`config.mk`:
```
export PLATFORM = sky130hd
export DESIGN_NAME = uart_rx
export DESIGN_NICKNAME = d
export VERILOG_FILES = /design/src/rtl/uart_pkg.sv /design/src/rtl/sync_fifo.sv /design/src/rtl/uart_rx.sv
export SDC_FILE = /design/constraint.sdc
export NUM_CORES = 1
export LEC_CHECK = 0
export CAP_MARGIN = 20
export CORE_AREA = 2 2 111 59
export DETAILED_ROUTE_END_ITERATION = 7
export DIE_AREA = 0 0 113 61
export PLACE_DENSITY = 0.8
export SKIP_LAST_GASP = 1
export SLEW_MARGIN = 10
export SYNTH_ARGS = -nofsm -noshare
export SYNTH_HDL_FRONTEND = slang
export SYNTH_HIERARCHICAL = 1
export SYNTH_SLANG_ARGS = --single-unit
```
`constraint.sdc`:
```
create_clock -name clock -period 2.85 [get_ports clock]
set_input_delay 0.57 -clock clock [delete_from_list [all_inputs] [get_ports clock]]
set_output_delay 0.57 -clock clock [all_outputs]
set_load 0.02 [all_outputs]
```
`src/rtl/uart_pkg.sv`:
```
// Shared UART definitions: receiver state encoding, oversampling ratio and
// the baud-tick divisor calculation.
package uart_pkg;

    typedef enum logic [2:0] {
        IDLE,
        START,
        DATA,
        STOP,
        BREAK
    } rx_state_t;

    localparam int OVERSAMPLE = 16;

    // Clock cycles per oversample tick, rounded to the nearest integer.
    function automatic int uart_div(input int clkHz, input int baud);
        return (clkHz + (baud * OVERSAMPLE) / 2) / (baud * OVERSAMPLE);
    endfunction

endpackage

```
`src/rtl/sync_fifo.sv`:
```
// Small synchronous FIFO (pointer plus occupancy count). A push into a full
// FIFO is accepted only when a pop happens in the same cycle. Storage is
// cleared on reset so the head output reads zero while empty after reset.
module sync_fifo #(
    parameter int WIDTH = 8,
    parameter int DEPTH = 4
) (
    input  logic             clock,
    input  logic             reset,
    input  logic             push,
    input  logic [WIDTH-1:0] din,
    output logic             full,
    input  logic             pop,
    output logic [WIDTH-1:0] dout,
    output logic             empty
);

    localparam int AW = (DEPTH > 1) ? $clog2(DEPTH) : 1;
    localparam logic [AW:0] DEPTH_CNT = (AW + 1)'(DEPTH);

    logic [AW-1:0]    wrPtr_q;
    logic [AW-1:0]    rdPtr_q;
    logic [AW:0]      count_q;
    logic [WIDTH-1:0] mem_q [DEPTH];
    logic             doPush;
    logic             doPop;

    assign empty  = (count_q == '0);
    assign full   = (count_q == DEPTH_CNT);
    assign doPop  = pop && !empty;
    assign doPush = push && (!full || doPop);
    assign dout   = mem_q[rdPtr_q];

    // Storage, pointers and occupancy; pointers wrap naturally since DEPTH is a power of two.
    always_ff @(posedge clock) begin
        if (reset) begin
            wrPtr_q <= '0;
            rdPtr_q <= '0;
            count_q <= '0;
            for (int i = 0; i < DEPTH; i++) begin
                mem_q[i] <= '0;
            end
        end else begin
            if (doPush) begin
                mem_q[wrPtr_q] <= din;
                wrPtr_q        <= wrPtr_q + 1'b1;
            end
            if (doPop) begin
                rdPtr_q <= rdPtr_q + 1'b1;
            end
            case ({doPush, doPop})
                2'b10:   count_q <= count_q + 1'b1;
                2'b01:   count_q <= count_q - 1'b1;
                default: count_q <= count_q;
            endcase
        end
    end

endmodule

```
`src/rtl/uart_rx.sv`:
```
// 8N1 UART receiver: two-flop input synchroniser, 16x oversample tick,
// start/data/stop FSM with glitch rejection and break handling, and a
// small output FIFO behind a valid/ready handshake.
module uart_rx #(
    parameter int CLK_FREQ_HZ = 50_000_000,
    parameter int BAUD        = 115200,
    parameter int FIFO_DEPTH  = 4
) (
    input  logic       clock,
    input  logic       reset,
    input  logic       rxd,
    output logic       out_valid,
    input  logic       out_ready,
    output logic [7:0] out_data,
    output logic       frame_err,
    output logic       overrun
);

    import uart_pkg::*;

    localparam int DIV = uart_div(CLK_FREQ_HZ, BAUD);
    localparam int TW  = (DIV > 1) ? $clog2(DIV) : 1;
    localparam logic [TW-1:0] DIV_LAST = TW'(DIV - 1);

    logic          rxMeta_q;
    logic          rxSync_q;
    logic [TW-1:0] tickCnt_q;
    logic [TW-1:0] tickCnt_d;
    logic          tick;
    rx_state_t     state_q;
    logic [3:0]    scnt_q;
    logic [2:0]    bidx_q;
    logic [7:0]    shift_q;
    logic          frameErr_q;
    logic          overrun_q;
    logic          push;
    logic          popFire;
    logic          fifoFull;
    logic          fifoEmpty;

    // Two-flop synchroniser; resets to the idle (high) line level.
    always_ff @(posedge clock) begin
        if (reset) begin
            rxMeta_q <= 1'b1;
            rxSync_q <= 1'b1;
        end else begin
            rxMeta_q <= rxd;
            rxSync_q <= rxMeta_q;
        end
    end

    assign tick = (tickCnt_q == DIV_LAST);

    // Free-running divider: next count wraps to zero on the tick cycle.
    always_comb begin
        tickCnt_d = tickCnt_q + 1'b1;
        if (tick) begin
            tickCnt_d = '0;
        end
    end

    // Divider register, cleared only by reset.
    always_ff @(posedge clock) begin
        if (reset) begin
            tickCnt_q <= '0;
        end else begin
            tickCnt_q <= tickCnt_d;
        end
    end

    // A good stop bit pushes straight into the FIFO on the sample tick so the byte is visible next cycle.
    assign push    = (state_q == STOP) && tick && (scnt_q == 4'd15) && rxSync_q;
    assign popFire = out_valid && out_ready;

    // Receive FSM with sample counter, bit index, shift register and registered error pulses.
    always_ff @(posedge clock) begin
        if (reset) begin
            state_q    <= IDLE;
            scnt_q     <= '0;
            bidx_q     <= '0;
            shift_q    <= '0;
            frameErr_q <= 1'b0;
            overrun_q  <= 1'b0;
        end else begin
            frameErr_q <= 1'b0;
            overrun_q  <= push && fifoFull && !popFire;
            case (state_q)
                IDLE: begin
                    if (!rxSync_q) begin
                        state_q <= START;
                        scnt_q  <= '0;
                    end
                end
                START: begin
                    if (tick) begin
                        if (scnt_q == 4'd7) begin
                            if (!rxSync_q) begin
                                state_q <= DATA;
                                scnt_q  <= '0;
                                bidx_q  <= '0;
                            end else begin
                                state_q <= IDLE;
                            end
                        end else begin
                            scnt_q <= scnt_q + 1'b1;
                        end
                    end
                end
                DATA: begin
                    if (tick) begin
                        scnt_q <= scnt_q + 1'b1;
                        if (scnt_q == 4'd15) begin
                            shift_q <= {rxSync_q, shift_q[7:1]};
                            bidx_q  <= bidx_q + 1'b1;
                            if (bidx_q == 3'd7) begin
                                state_q <= STOP;
                            end
                        end
                    end
                end
                STOP: begin
                    if (tick) begin
                        scnt_q <= scnt_q + 1'b1;
                        if (scnt_q == 4'd15) begin
                            if (rxSync_q) begin
                                state_q <= IDLE;
                            end else begin
                                frameErr_q <= 1'b1;
                                state_q    <= BREAK;
                            end
                        end
                    end
                end
                BREAK: begin
                    if (rxSync_q) begin
                        state_q <= IDLE;
                    end
                end
                default: begin
                    state_q <= IDLE;
                end
            endcase
        end
    end

    sync_fifo #(
        .WIDTH (8),
        .DEPTH (FIFO_DEPTH)
    ) rxFifo (
        .clock (clock),
        .reset (reset),
        .push  (push),
        .din   (shift_q),
        .full  (fifoFull),
        .pop   (popFire),
        .dout  (out_data),
        .empty (fifoEmpty)
    );

    assign out_valid = !fifoEmpty;
    assign frame_err = frameErr_q;
    assign overrun   = overrun_q;

endmodule

```
==> out/summary.log, run 1 <==
INFO  detailed_routing post_drt_via_cell_ratio=5.54
INFO  clock_tree     ctsLongestPathBuffers=2
INFO  detailed_routing wl_per_cell=15.9um
INFO  timing         clock.fmax=381MHz
INFO  grt            grt_max_degree=26
INFO  synthesis      postSynthCellCount=268
INFO  synthesis      synth.avg_cell_area=11.6um2
INFO  worst_setup_path rr_startpoint=tickCnt_q[0]
INFO  clock_tree     later_pin_clock_latency_in_the_skew_report=0.33ns
INFO  floorplanning  ioPinCount=15
INFO  synthesis      synth-seq-area-share=0.543
INFO  placed_design  port_buffers=14
INFO  grt            grt_pass1_vias=1913
INFO  final_layout   final_area=3690um2
INFO  timing         fin_worst_skew=0.00590ns
INFO  grt            globalRouteTotalUtil=0.199
INFO  clock_tree     cts_htree_levels=3
INFO  worst_setup_path setup.reg_to_reg.worst_slack=0.22ns
INFO  worst_setup_path critPathRequiredTime=3.12ns
INFO  synthesis      synthesis.area=3100um2
INFO  clock_tree     clk_pin_slew_worst_paths=0.06ns
INFO  floorplanning  dieHeight=61um
INFO  placed_design  placedInstanceArea=3390um2
INFO  floorplanning  horizontal_extent_of_the_die=113um
INFO  detailed_routing detail-route-antenna-nets=0
INFO  power          leakagePower=1.35nW
INFO  final_layout   layout_common_cells=dfxtp_1 (35), and2_1 (33), edfxtp_1 (32)
INFO  timing         rsz_0062_raised_after_global_routing=yes
INFO  timing         timing.final.hold_violations=0
INFO  detailed_routing initialDrtViolationCount=130
INFO  timing         final_min_period_over_clock_period=0.922
INFO  final_layout   final_layout_size_suffix_gt1_frac=0.187
INFO  worst_setup_path cp.arrival=2.90ns
INFO  clock_tree     cts-root-buf=clkbuf_16
INFO  synthesis      number_of_synthesized_flops_with_an_enable_pin=32
INFO  detailed_routing number_of_detailed_route_iterations_in_the_first_pass=6
INFO  detailed_routing post-route-drc-count=0
INFO  synthesis      yosys.cell_types.count=49
INFO  floorplanning  placementRows=20
INFO  worst_setup_path crit_path_start_kind=flip-flop
INFO  run_status     status=finished clean
INFO  power          vdd_drop_max=425uV
INFO  grt            gr-total-overflow=0
INFO  worst_setup_path critPathCaptureType=flip-flop
INFO  timing         finalSetupTns=0ns
INFO  worst_hold_path min_path_type=flip-flop to flip-flop
INFO  run            max_cap_viol_count=0
INFO  final_layout   synthToLayoutAreaGrowth=19.2%
INFO  worst_setup_path timing_worst_setup_path_type=flip-flop to flip-flop
INFO  worst_setup_path worst_r2r_path_depth=13
INFO  timing         max_slew.worst_pin.slew=0.716ns
INFO  synthesis      synth_nets=279
INFO  clock_tree     cts_sinks=68
INFO  worst_setup_path regToRegEndpoint=rxFifo/count_q[2]
INFO  timing         final.min_clock_period=2.63ns
INFO  synthesis      synth_warnings=6
INFO  timing         final-max-slew-violation-count=0
INFO  grt            antenna_found_initial=0
INFO  placed_design  gp_routability_congestion=0.832
INFO  final_layout   count_of_inserted_antenna_diode_cells=0
INFO  synthesis      ys.flop_type=dfxtp_1
INFO  clock_tree     post_cts_buffers=0
INFO  final_layout   final_common_cell=dfxtp_1
INFO  floorplanning  start_util=0.525
INFO  timing         maxSlewHeadroom=0.519
INFO  clock_tree     cts_tree=yes
INFO  worst_setup_path worst-path-max-fanout=5
INFO  detailed_routing routed_wirelength=5960um
INFO  power          power.density_cell_area=594nW/um2
INFO  floorplanning  die-area=6890um2
INFO  worst_setup_path critical_path.endpoint=rxFifo/count_q[2]
INFO  final_layout   fin_nets=305
INFO  synthesis      synth_async_sr_flop_share=0
INFO  synthesis      postSynthRegisterBits=68
INFO  detailed_routing routed-via-count=2082
INFO  grt            wire_length_of_the_first_global_routing_pass=9990um
INFO  floorplanning  standard_cell_core_area=5910um2
INFO  placed_design  dp.final_hpwl=4160um
INFO  timing         setup_violations_final=0
INFO  clock_tree     cts_made_buffers=9
INFO  worst_setup_path worstSetupStartpoint=tickCnt_q[0]
## registers in the layout, summed over array words and instances (netlist names), named ones only
name	flops
bidx_q	3
frame_err	1
overrun	1
rxFifo/count_q	3
rxFifo/mem_q	32
rxFifo/rdPtr_q	2
rxFifo/wrPtr_q	2
rxMeta_q	1
rxSync_q	1
scnt_q	4
shift_q	8
state_q	3
tickCnt_q	5
## synth_stat cells (8+ instances only)
| cell type | number | area [um2] |
|---|---|---|
| a21oi_1 | 17 | 85.1 |
| and2_1 | 33 | 206 |
| clkbuf_1 | 8 | 30.0 |
| dfxtp_1 | 36 | 721 |
| edfxtp_1 | 32 | 961 |
| inv_1 | 8 | 30.0 |
| mux4_2 | 8 | 180 |
| nand2_1 | 13 | 48.8 |
| nor2_1 | 15 | 56.3 |
| nor3_1 | 8 | 40.0 |
| o21ai_1 | 8 | 40.0 |
## where the power goes
part	total [W]	switching, W	internal, W
clock network	0.00106	0.000391	0.000672
registers	0.00106	0.0000113	0.00104
logic	0.0000752	0.0000431	0.0000321
## kinds of logic (layout without fill, tap and decap cells)
group	after synthesis	count (layout)	share of synthesized area
compound gates	44	44	0.0852
xor+xnor	7	7	0.0198
fa+ha+maj	7	7	0.0307
buf+inv	22	53	0.0279
flops	68	68	0.543
mux	12	12	0.0719
simple gates	108	108	0.222
## final cells by class
type                    instances  area, um2
multi-input cells             178       1350
flip-flops and latches         68       1680
fillers                       454       2210
clock inverters                 5       52.6
clock buffers                  11        233
well taps                      77       96.3
inverters                       9       33.8
repair buffers                 28        245
## worst min-delay path by stage
stage / start / to / slack [ns] / cells past startpoint
2_1_floorplan: rxMeta_q / rxSync_q / 0.39 / 1
3_3_place_gp: rxMeta_q / rxSync_q / 0.39 / 1
3_5_place_dp: rxMeta_q / rxSync_q / 0.39 / 1
4_1_cts: rxMeta_q / rxSync_q / 0.41 / 1
5_1_grt: rxMeta_q / rxSync_q / 0.42 / 1
6_report: rxMeta_q / rxSync_q / 0.40 / 1
## timing repair
action,in CTS,in global routing
resized for setup,0,6
setup endpoints to repair,0,9
hold buffers,0,0
## layer usage
layer / up-vias / track usage / routed length [um]
met1: 985 / 0.285 / 2870
met5: - / 0 / 0
met3: 6 / 0.0659 / 454
met4: 0 / 0.0679 / 65
li1: 1030 / - / -
met2: 61 / 0.286 / 2570
## worst max-delay path, cell delays in order (launching register included)
cell	delay (ns)
dfxtp_1	0.33
inv_1	0.06
ha_1	0.23
nand4b_4	0.17
or3_4	0.42
nor2_4	0.15
nor2b_2	0.17
inv_1	0.05
ha_1	0.21
inv_1	0.08
fa_1	0.18
xor2_1	0.07
or3_1	0.31
a21oi_1	0.13
## through the flow
step	utilization	cells	total power (W)	setup slack, ns	hold slack, ns
2_1_floorplan	-	268	0.00112	0.0353	0.389
3_3_place_gp	0.574	360	0.00115	0.0294	0.391
3_5_place_dp	0.574	360	0.00115	-0.0418	0.394
4_1_cts	0.622	376	0.00221	0.00342	0.406
5_1_grt	0.625	376	0.00226	-0.00694	0.420
6_report	0.625	376	0.00219	0.222	0.405
Note: power is estimated with default switching activity, not from simulation.
==> run 2: changes to the inputs <==
--- a/config.mk
+++ b/config.mk
@@ -9,7 +9,7 @@
 export CORE_AREA = 2 2 111 59
 export DETAILED_ROUTE_END_ITERATION = 7
 export DIE_AREA = 0 0 113 61
-export PLACE_DENSITY = 0.8
+export PLACE_DENSITY = 0.74
 export SKIP_LAST_GASP = 1
 export SLEW_MARGIN = 10
 export SYNTH_ARGS = -nofsm -noshare
==> out/summary.log, run 2 (synthesized netlist as in run 1, its figures left out) <==
INFO  run_status     status=finished, violations left
INFO  run_status     violations=design-rule violations
INFO  worst_setup_path worst-path-max-fanout=5 [unchanged]
INFO  detailed_routing post_drt_via_cell_ratio=5.53 [-0.22%]
INFO  final_layout   layout_common_cells=dfxtp_1 (36), and2_1 (33), edfxtp_1 (32)
INFO  power          leakagePower=1.36nW [+0.42%]
INFO  placed_design  dp_slack=-0.0221ns [+0.0198 ns]
INFO  final_layout   final_layout_size_suffix_gt1_frac=0.179 [-0.00848]
INFO  worst_setup_path critPathRequiredTime=3.12ns [about the same]
INFO  timing         final-max-slew-violation-count=0 [unchanged]
INFO  final_layout   final_common_cell=dfxtp_1
INFO  timing         clock.fmax=379MHz [-0.43%]
INFO  timing         max_slew.worst_pin.slew=0.708ns [-0.00864 ns]
INFO  clock_tree     cts_sinks=68 [unchanged]
INFO  detailed_routing routed-via-count=2094 [+0.58%]
INFO  floorplanning  ioPinCount=15 [unchanged]
INFO  floorplanning  standard_cell_core_area=5910um2 [unchanged]
INFO  placed_design  gp_routability_congestion=0.865 [+4.0%]
INFO  worst_setup_path rr_startpoint=rxFifo/count_q[0]
INFO  floorplanning  die-area=6890um2 [unchanged]
INFO  clock_tree     ctsResizeCount=0 [unchanged]
INFO  timing         maxSlewHeadroom=0.524 [+0.00581]
INFO  timing         final_min_period_over_clock_period=0.926 [+0.00394]
INFO  final_layout   largest_register_ff_count=32 [unchanged]
INFO  worst_setup_path crit_path_start_kind=flip-flop
INFO  worst_hold_path whs_endpoint=rxSync_q
INFO  floorplanning  placementRows=20 [unchanged]
INFO  worst_setup_path worst_r2r_path_depth=11 [-2]
INFO  clock_tree     cts_hold_buffers=0 [unchanged]
INFO  detailed_routing wl_per_cell=16.4um [+3.7%]
INFO  placed_design  placedInstanceArea=3410um2 [+0.66%]
INFO  timing         finalSetupTns=0ns [unchanged]
INFO  timing         fin_worst_skew=0.00697ns [+0.00107 ns]
INFO  clock_tree     cts-root-buf=clkbuf_16
INFO  worst_setup_path setup.reg_to_reg.worst_slack=0.21ns [about the same]
INFO  power          vdd_drop_max=377uV [-11%]
INFO  clock_tree     ctsLongestPathBuffers=2 [unchanged]
INFO  clock_tree     post_cts_buffers=0 [unchanged]
INFO  worst_setup_path critPathCaptureType=flip-flop
INFO  clock_tree     later_pin_clock_latency_in_the_skew_report=0.33ns [about the same]
INFO  grt            grt_max_degree=26 [unchanged]
INFO  final_layout   fin_nets=308 [+0.98%]
INFO  run            max_cap_viol_count=0 [unchanged]
INFO  grt            gr-total-overflow=0 [unchanged]
INFO  timing         holdWs=0.407ns [+0.00251 ns]
INFO  worst_setup_path regToRegEndpoint=rxFifo/count_q[2]
INFO  placed_design  dp.final_hpwl=4280um [+3.0%]
INFO  timing         post-route-worst-setup-slack=0.211ns [-0.0112 ns]
INFO  clock_tree     cts_tree=yes
INFO  final_layout   registers.top_by_ff_count=rxFifo/mem_q
INFO  final_layout   final.fill_count=460 [+1.3%]
INFO  placed_design  port_buffers=14 [unchanged]
INFO  final_layout   biggestRegsByFlops=rxFifo/mem_q (32), shift_q (8), tickCnt_q (5)
INFO  clock_tree     cts_htree_levels=3 [unchanged]
INFO  worst_hold_path timing.hold.worst_path_depth=1 [unchanged]
INFO  power          power.total=0.00219W [about the same]
INFO  final_layout   synthToLayoutAreaGrowth=19.2% [unchanged]
INFO  floorplanning  horizontal_extent_of_the_die=113um [unchanged]
INFO  worst_setup_path timing_worst_setup_path_type=flip-flop to flip-flop
INFO  grt            wire_length_of_the_first_global_routing_pass=10100um [+0.83%]
INFO  worst_hold_path worstHoldStart=rxMeta_q
INFO  timing         rsz_0062_raised_after_global_routing=no
INFO  detailed_routing initialDrtViolationCount=170 [+31%]
INFO  detailed_routing number_of_detailed_route_iterations_in_the_first_pass=6 [unchanged]
INFO  floorplanning  dieHeight=61um [unchanged]
INFO  detailed_routing post-route-drc-count=1 [+1]
INFO  grt            antenna_found_initial=0 [unchanged]
INFO  detailed_routing routed_wirelength=6230um [+4.5%]
INFO  timing         timing.final.hold_violations=0 [unchanged]
INFO  detailed_routing detail-route-antenna-nets=0 [unchanged]
INFO  grt            grt_pass1_vias=1896 [-0.89%]
INFO  worst_setup_path cp.arrival=2.91ns [about the same]
INFO  timing         final.min_clock_period=2.64ns [+0.0112 ns]
INFO  grt            globalRouteTotalUtil=0.202 [+0.00291]
INFO  final_layout   count_of_inserted_antenna_diode_cells=0 [unchanged]
INFO  clock_tree     clk_pin_slew_worst_paths=0.05ns [about the same]
INFO  worst_hold_path min_path_type=flip-flop to flip-flop
INFO  clock_tree     cts_made_buffers=9 [unchanged]
INFO  final_layout   final_area=3690um2 [unchanged]
INFO  timing         setup_violations_final=0 [unchanged]
INFO  floorplanning  start_util=0.525 [unchanged]
INFO  power          power.density_cell_area=594nW/um2 [about the same]
## run 2: layout make-up
cell class	instances	area, um2	share of cell area
flip-flops and latches	68	1680	0.455
multi-input cells	178	1340	0.361
repair buffers	31	268	0.0725
clock buffers	14	244	0.0661
well taps	77	96.3	0.0261
clock inverters	2	35.0	0.00949
inverters	9	33.8	0.00915
## run 2: worst max path at each step
stage,startpoint,to,slack (ns)
after floorplan,tickCnt_q[0],rxFifo/count_q[2],0.04
after global placement,out_ready,rxFifo/count_q[2],0.04
after detailed placement,out_ready,rxFifo/count_q[2],-0.02
after CTS,tickCnt_q[0],rxFifo/count_q[2],0.21
after global routing,rxFifo/count_q[0],rxFifo/count_q[2],0.02
final,rxFifo/count_q[0],rxFifo/count_q[2],0.21
## run 2: per-stage QoR
| step | std cells | util |
|---|---|---|
| 3_3_place_gp | 363 | 0.577 |
| 5_1_grt | 379 | 0.625 |
| 2_1_floorplan | 268 | - |
| 3_5_place_dp | 363 | 0.577 |
| 4_1_cts | 379 | 0.625 |
| 6_report | 379 | 0.625 |
## run 2: layer usage
| layer | up-vias | track usage | part of all wire |
|---|---|---|---|
| li1 | 1032 | - | - |
| met1 | 1007 | 0.296 | 0.52 |
| met2 | 46 | 0.269 | 0.40 |
| met3 | 9 | 0.0809 | 0.067 |
| met4 | 0 | 0.0679 | 0.013 |
| met5 | - | 0 | 0 |
## run 2: worst max-delay path, stage by stage, from the launching register on
cell and delay [ns]:
dfxtp_1 0.37, nor3_1 0.39, nor2b_1 0.20, nor4b_4 0.29, nor2b_2 0.08, inv_1 0.06, ha_1 0.16, inv_1 0.06
fa_1 0.37, xor2_1 0.16, or3_1 0.30, a21oi_1 0.13
## run 2: report_power, final
group | internal (W) | switching (W) | total [W]
sequential | 0.00104 | 0.0000103 | 0.00105
clock | 0.000677 | 0.000385 | 0.00106
combinational | 0.0000325 | 0.0000447 | 0.0000773
total | 0.00175 | 0.000440 | 0.00219
==> run 3: changes to the inputs <==
--- a/config.mk
+++ b/config.mk
@@ -5,10 +5,11 @@
 export SDC_FILE = /design/constraint.sdc
 export NUM_CORES = 1
 export LEC_CHECK = 0
+export ABC_AREA = 1
 export CAP_MARGIN = 20
-export CORE_AREA = 2 2 111 59
+export CORE_AREA = 2 2 113 60
 export DETAILED_ROUTE_END_ITERATION = 7
-export DIE_AREA = 0 0 113 61
+export DIE_AREA = 0 0 115 62
 export PLACE_DENSITY = 0.74
 export SKIP_LAST_GASP = 1
 export SLEW_MARGIN = 10
==> out/summary.log, run 3 <==
INFO  run_status     status=finished clean
INFO  final_layout   final_layout_size_suffix_gt1_frac=0.118 [-0.0605]
INFO  power          p_comb_frac=0.137 [+0.102]
INFO  worst_setup_path critical_path.most_common_cell=nand2_1
INFO  final_layout   final_common_cell=nand2_1
INFO  synthesis      number_of_synthesized_flops_with_an_enable_pin=32 [unchanged]
INFO  power          power.internal=0.00188W [+7.5%]
INFO  worst_setup_path setup.reg_to_reg.worst_slack=0.35ns [+0.14 ns]
INFO  grt            gr-total-overflow=0 [unchanged]
INFO  worst_hold_path min_path_type=flip-flop to flip-flop
INFO  clock_tree     cts-root-buf=clkbuf_16
INFO  grt            antenna_found_initial=0 [unchanged]
INFO  timing         final_min_period_over_clock_period=0.879 [-0.0474]
INFO  synthesis      synth_async_sr_flop_share=0 [unchanged]
INFO  worst_setup_path timing.critical_path.slowest_stage_cell=fa_1
INFO  grt            grt_pass1_vias=2206 [+16%]
INFO  synthesis      yosys.cell_types.count=32 [-35%]
INFO  detailed_routing post-route-drc-count=0 [-1]
INFO  timing         final.min_clock_period=2.50ns [-0.135 ns]
INFO  worst_setup_path cpPeakStageDelay=0.38ns [about the same]
INFO  final_layout   final_area=3760um2 [+1.9%]
INFO  worst_setup_path critPathRequiredTime=3.06ns [-0.06 ns]
INFO  worst_setup_path critical_path.endpoint=rxFifo/count_q[2]
INFO  worst_setup_path worst-path-buf-inv=4 [+2]
INFO  final_layout   final_cell_count_no_fill=494 [+30%]
INFO  placed_design  cell_count_after_placement=478 [+32%]
INFO  clock_tree     later_pin_clock_latency_in_the_skew_report=0.33ns [about the same]
INFO  grt            wire_length_of_the_first_global_routing_pass=10500um [+4.0%]
INFO  worst_setup_path worstPathCellList=inv_1, ha_1, nand2_1, inv_1, nand2_1, inv_2, nand2_1, nor3_2, nand2_2, ha_1, inv_1, fa_1, nand2_1, nand3_1, o21ai_0, a21oi_1
INFO  worst_setup_path critPathCaptureType=flip-flop
INFO  detailed_routing detail-route-antenna-nets=0 [unchanged]
INFO  synthesis      post-synth-top-area-cell=edfxtp_1
INFO  timing         final-max-slew-violation-count=0 [unchanged]
INFO  floorplanning  ioPinCount=15 [unchanged]
INFO  timing         fin_worst_skew=0.00420ns [-0.00277 ns]
INFO  synthesis      synth.avg_cell_area=8.36um2 [-28%]
INFO  worst_setup_path timing.critical_path.max_delay_family=simple AND/OR/NAND/NOR gates
INFO  placed_design  placedInstanceArea=3470um2 [+1.7%]
INFO  worst_setup_path rr_startpoint=tickCnt_q[0]
INFO  timing         rsz_0062_raised_after_global_routing=no
INFO  final_layout   fin_nets=420 [+36%]
INFO  worst_setup_path worst-path-max-fanout=6 [+1]
INFO  detailed_routing post_drt_via_cell_ratio=5.17 [-6.4%]
INFO  synthesis      synth_warnings=6 [unchanged]
INFO  synthesis      top_count_cell_post_synth=nand2_1
INFO  synthesis      synth-seq-area-share=0.524 [-0.0192]
INFO  floorplanning  dieHeight=62um [+1.6%]
INFO  timing         finalSetupTns=0ns [unchanged]
INFO  placed_design  dp.final_hpwl=4690um [+9.5%]
INFO  placed_design  port_buffers=14 [unchanged]
INFO  synthesis      ys.flop_type=dfxtp_1
INFO  floorplanning  placementRows=21 [+5.0%]
INFO  synthesis      post_synth_main_area_contributors=edfxtp_1 (30%), dfxtp_1 (22%), nand2_1 (7.4%)
INFO  final_layout   biggestRegsByFlops=rxFifo/mem_q (32), shift_q (8), tickCnt_q (5)
INFO  worst_setup_path worstSetupStartpoint=tickCnt_q[0]
INFO  power          power.share.switching=0.258 [+0.0575]
INFO  grt            globalRouteTotalUtil=0.200 [-0.00183]
INFO  power          seq_power_share=0.439 [-0.042]
INFO  placed_design  gp_routability_congestion=0.914 [+5.7%]
INFO  floorplanning  standard_cell_core_area=6310um2 [+6.8%]
INFO  floorplanning  horizontal_extent_of_the_die=115um [+1.8%]
INFO  worst_setup_path regToRegEndpoint=rxFifo/count_q[2]
INFO  clock_tree     ctsLongestPathBuffers=2 [unchanged]
INFO  timing         timing.final.hold_violations=0 [unchanged]
INFO  detailed_routing routed-via-count=2554 [+22%]
INFO  detailed_routing wl_per_cell=13.5um [-18%]
INFO  synthesis      postSynthRegisterBits=68 [unchanged]
INFO  detailed_routing initialDrtViolationCount=246 [+45%]
INFO  worst_setup_path worst_r2r_path_depth=16 [+5]
INFO  clock_tree     clk_pin_slew_worst_paths=0.05ns [about the same]
INFO  synthesis      synth.top_cell.area_share=0.299 [-0.0110]
INFO  clock_tree     cts_made_buffers=9 [unchanged]
INFO  power          power.density_cell_area=675nW/um2 [+14%]
INFO  final_layout   registers.top_by_ff_count=rxFifo/mem_q
INFO  worst_setup_path crit_path_start_kind=flip-flop
INFO  floorplanning  die-area=7130um2 [+3.4%]
INFO  power          leakagePower=1.55nW [+14%]
INFO  floorplanning  start_util=0.509 [-0.0153]
INFO  run            max_cap_viol_count=0 [unchanged]
INFO  final_layout   count_of_inserted_antenna_diode_cells=0 [unchanged]
INFO  synthesis      synthTopCellsByCount=nand2_1 (63), inv_1 (59), nor2_1 (58), dfxtp_1 (36), o21ai_0 (33)
INFO  power          vdd_drop_max=407uV [+7.9%]
INFO  worst_setup_path worstSetupPathDepth=16 [+5]
INFO  timing         max_slew.worst_pin.slew=0.510ns [-0.198 ns]
INFO  clock_tree     cts_sinks=68 [unchanged]
INFO  synthesis      synth_nets=395 [+42%]
INFO  synthesis      postSynthCellCount=384 [+43%]
INFO  power          netSwitchingPower=0.000656W [+49%]
INFO  clock_tree     cts_hold_buffers=0 [unchanged]
INFO  clock_tree     cts_tree=yes
INFO  detailed_routing number_of_detailed_route_iterations_in_the_first_pass=6 [unchanged]
INFO  clock_tree     cts_htree_levels=3 [unchanged]
INFO  timing         setup_violations_final=0 [unchanged]
INFO  final_layout   layout_common_cells=nand2_1 (63), inv_1 (59), nor2_1 (58)
INFO  detailed_routing routed_wirelength=6670um [+6.9%]
INFO  final_layout   largest_register_ff_count=32 [unchanged]
INFO  timing         clock.fmax=399MHz [+5.4%]
INFO  timing         maxSlewHeadroom=0.660 [+0.136]
INFO  worst_setup_path timing_worst_setup_path_type=flip-flop to flip-flop
INFO  grt            grt_max_degree=17 [-35%]
INFO  power          power.total=0.00254W [+16%]
INFO  power          clockPowerShare=0.424 [-0.060]
INFO  final_layout   synthToLayoutAreaGrowth=17.2%
INFO  worst_setup_path cp.arrival=2.72ns [-0.19 ns]
INFO  synthesis      synthesis.area=3210um2 [+3.7%]
run 3: what timing repair did:
item	CTS	global route
endpoints found under the setup margin	0	1
resized for setup	0	1
setup buffers	0	0
run 3: logic make-up after synthesis:
logic type                 count (synthesis)  share of synthesized area
xor gates and xnor gates                   4                     0.0109
buffers and inverters                     71                     0.0869
AOI/OAI and AO/OA                         63                      0.106
and+or+nand+nor                          171                      0.243
DFF                                       68                      0.524
adders and majority gates                  7                     0.0296
run 3: worst register-to-register path, delay by kind of cell, from the launching register on:
family | cells | cell delay (ns)
simple gates | 7 | 0.80
fa+ha+maj | 3 | 0.77
flops | 1 | 0.36
buf+inv | 4 | 0.26
compound gates | 2 | 0.19
run 3: power groups by stage:
stage	Clock (W)	Sequential, W	Combinational [W]
final	0.00108	0.00112	0.000348
after global routing	0.00113	0.00112	0.000392
after CTS	0.00109	0.00111	0.000348
after detailed placement	0	0.00113	0.000342
after global placement	0	0.00113	0.000331
after floorplan	0	0.00112	0.000264
run 3: area by class of cell:
type	count	area [um2]
Clock buffer	10	239
Clock inverter	6	53.8
Fill cell	540	2540
Inverter	64	240
Multi-Input combinational cell	245	1260
Sequential cell	68	1680
Tap cell	80	100
Timing Repair Buffer	21	193
run 3: how the worst min path moves through the flow:
stage                        start        to  slack, ns  cells after the start
final                     rxMeta_q  rxSync_q       0.43                      1
after global routing      rxMeta_q  rxSync_q       0.45                      1
after CTS                 rxMeta_q  rxSync_q       0.43                      1
after detailed placement  rxMeta_q  rxSync_q       0.42                      1
after global placement    rxMeta_q  rxSync_q       0.39                      1
after floorplan           rxMeta_q  rxSync_q       0.39                      1
run 3: metal layers:
layer  vias up  wire length (um)  GRT usage
met1      1166              3440      0.276
met5         -                 0          0
met2        85              2730      0.289
li1       1292                 -          -
met3        11               431     0.0854
met4         0                68     0.0585
run 3: stage by stage:
stage / setup WS, ns / utilization / hold slack [ns]
6_report: 0.346 / 0.597 / 0.425
5_1_grt: 0.0957 / 0.597 / 0.448
4_1_cts: 0.322 / 0.596 / 0.430
3_5_place_dp: 0.257 / 0.550 / 0.418
3_3_place_gp: 0.332 / 0.550 / 0.393
2_1_floorplan: 0.392 / - / 0.389
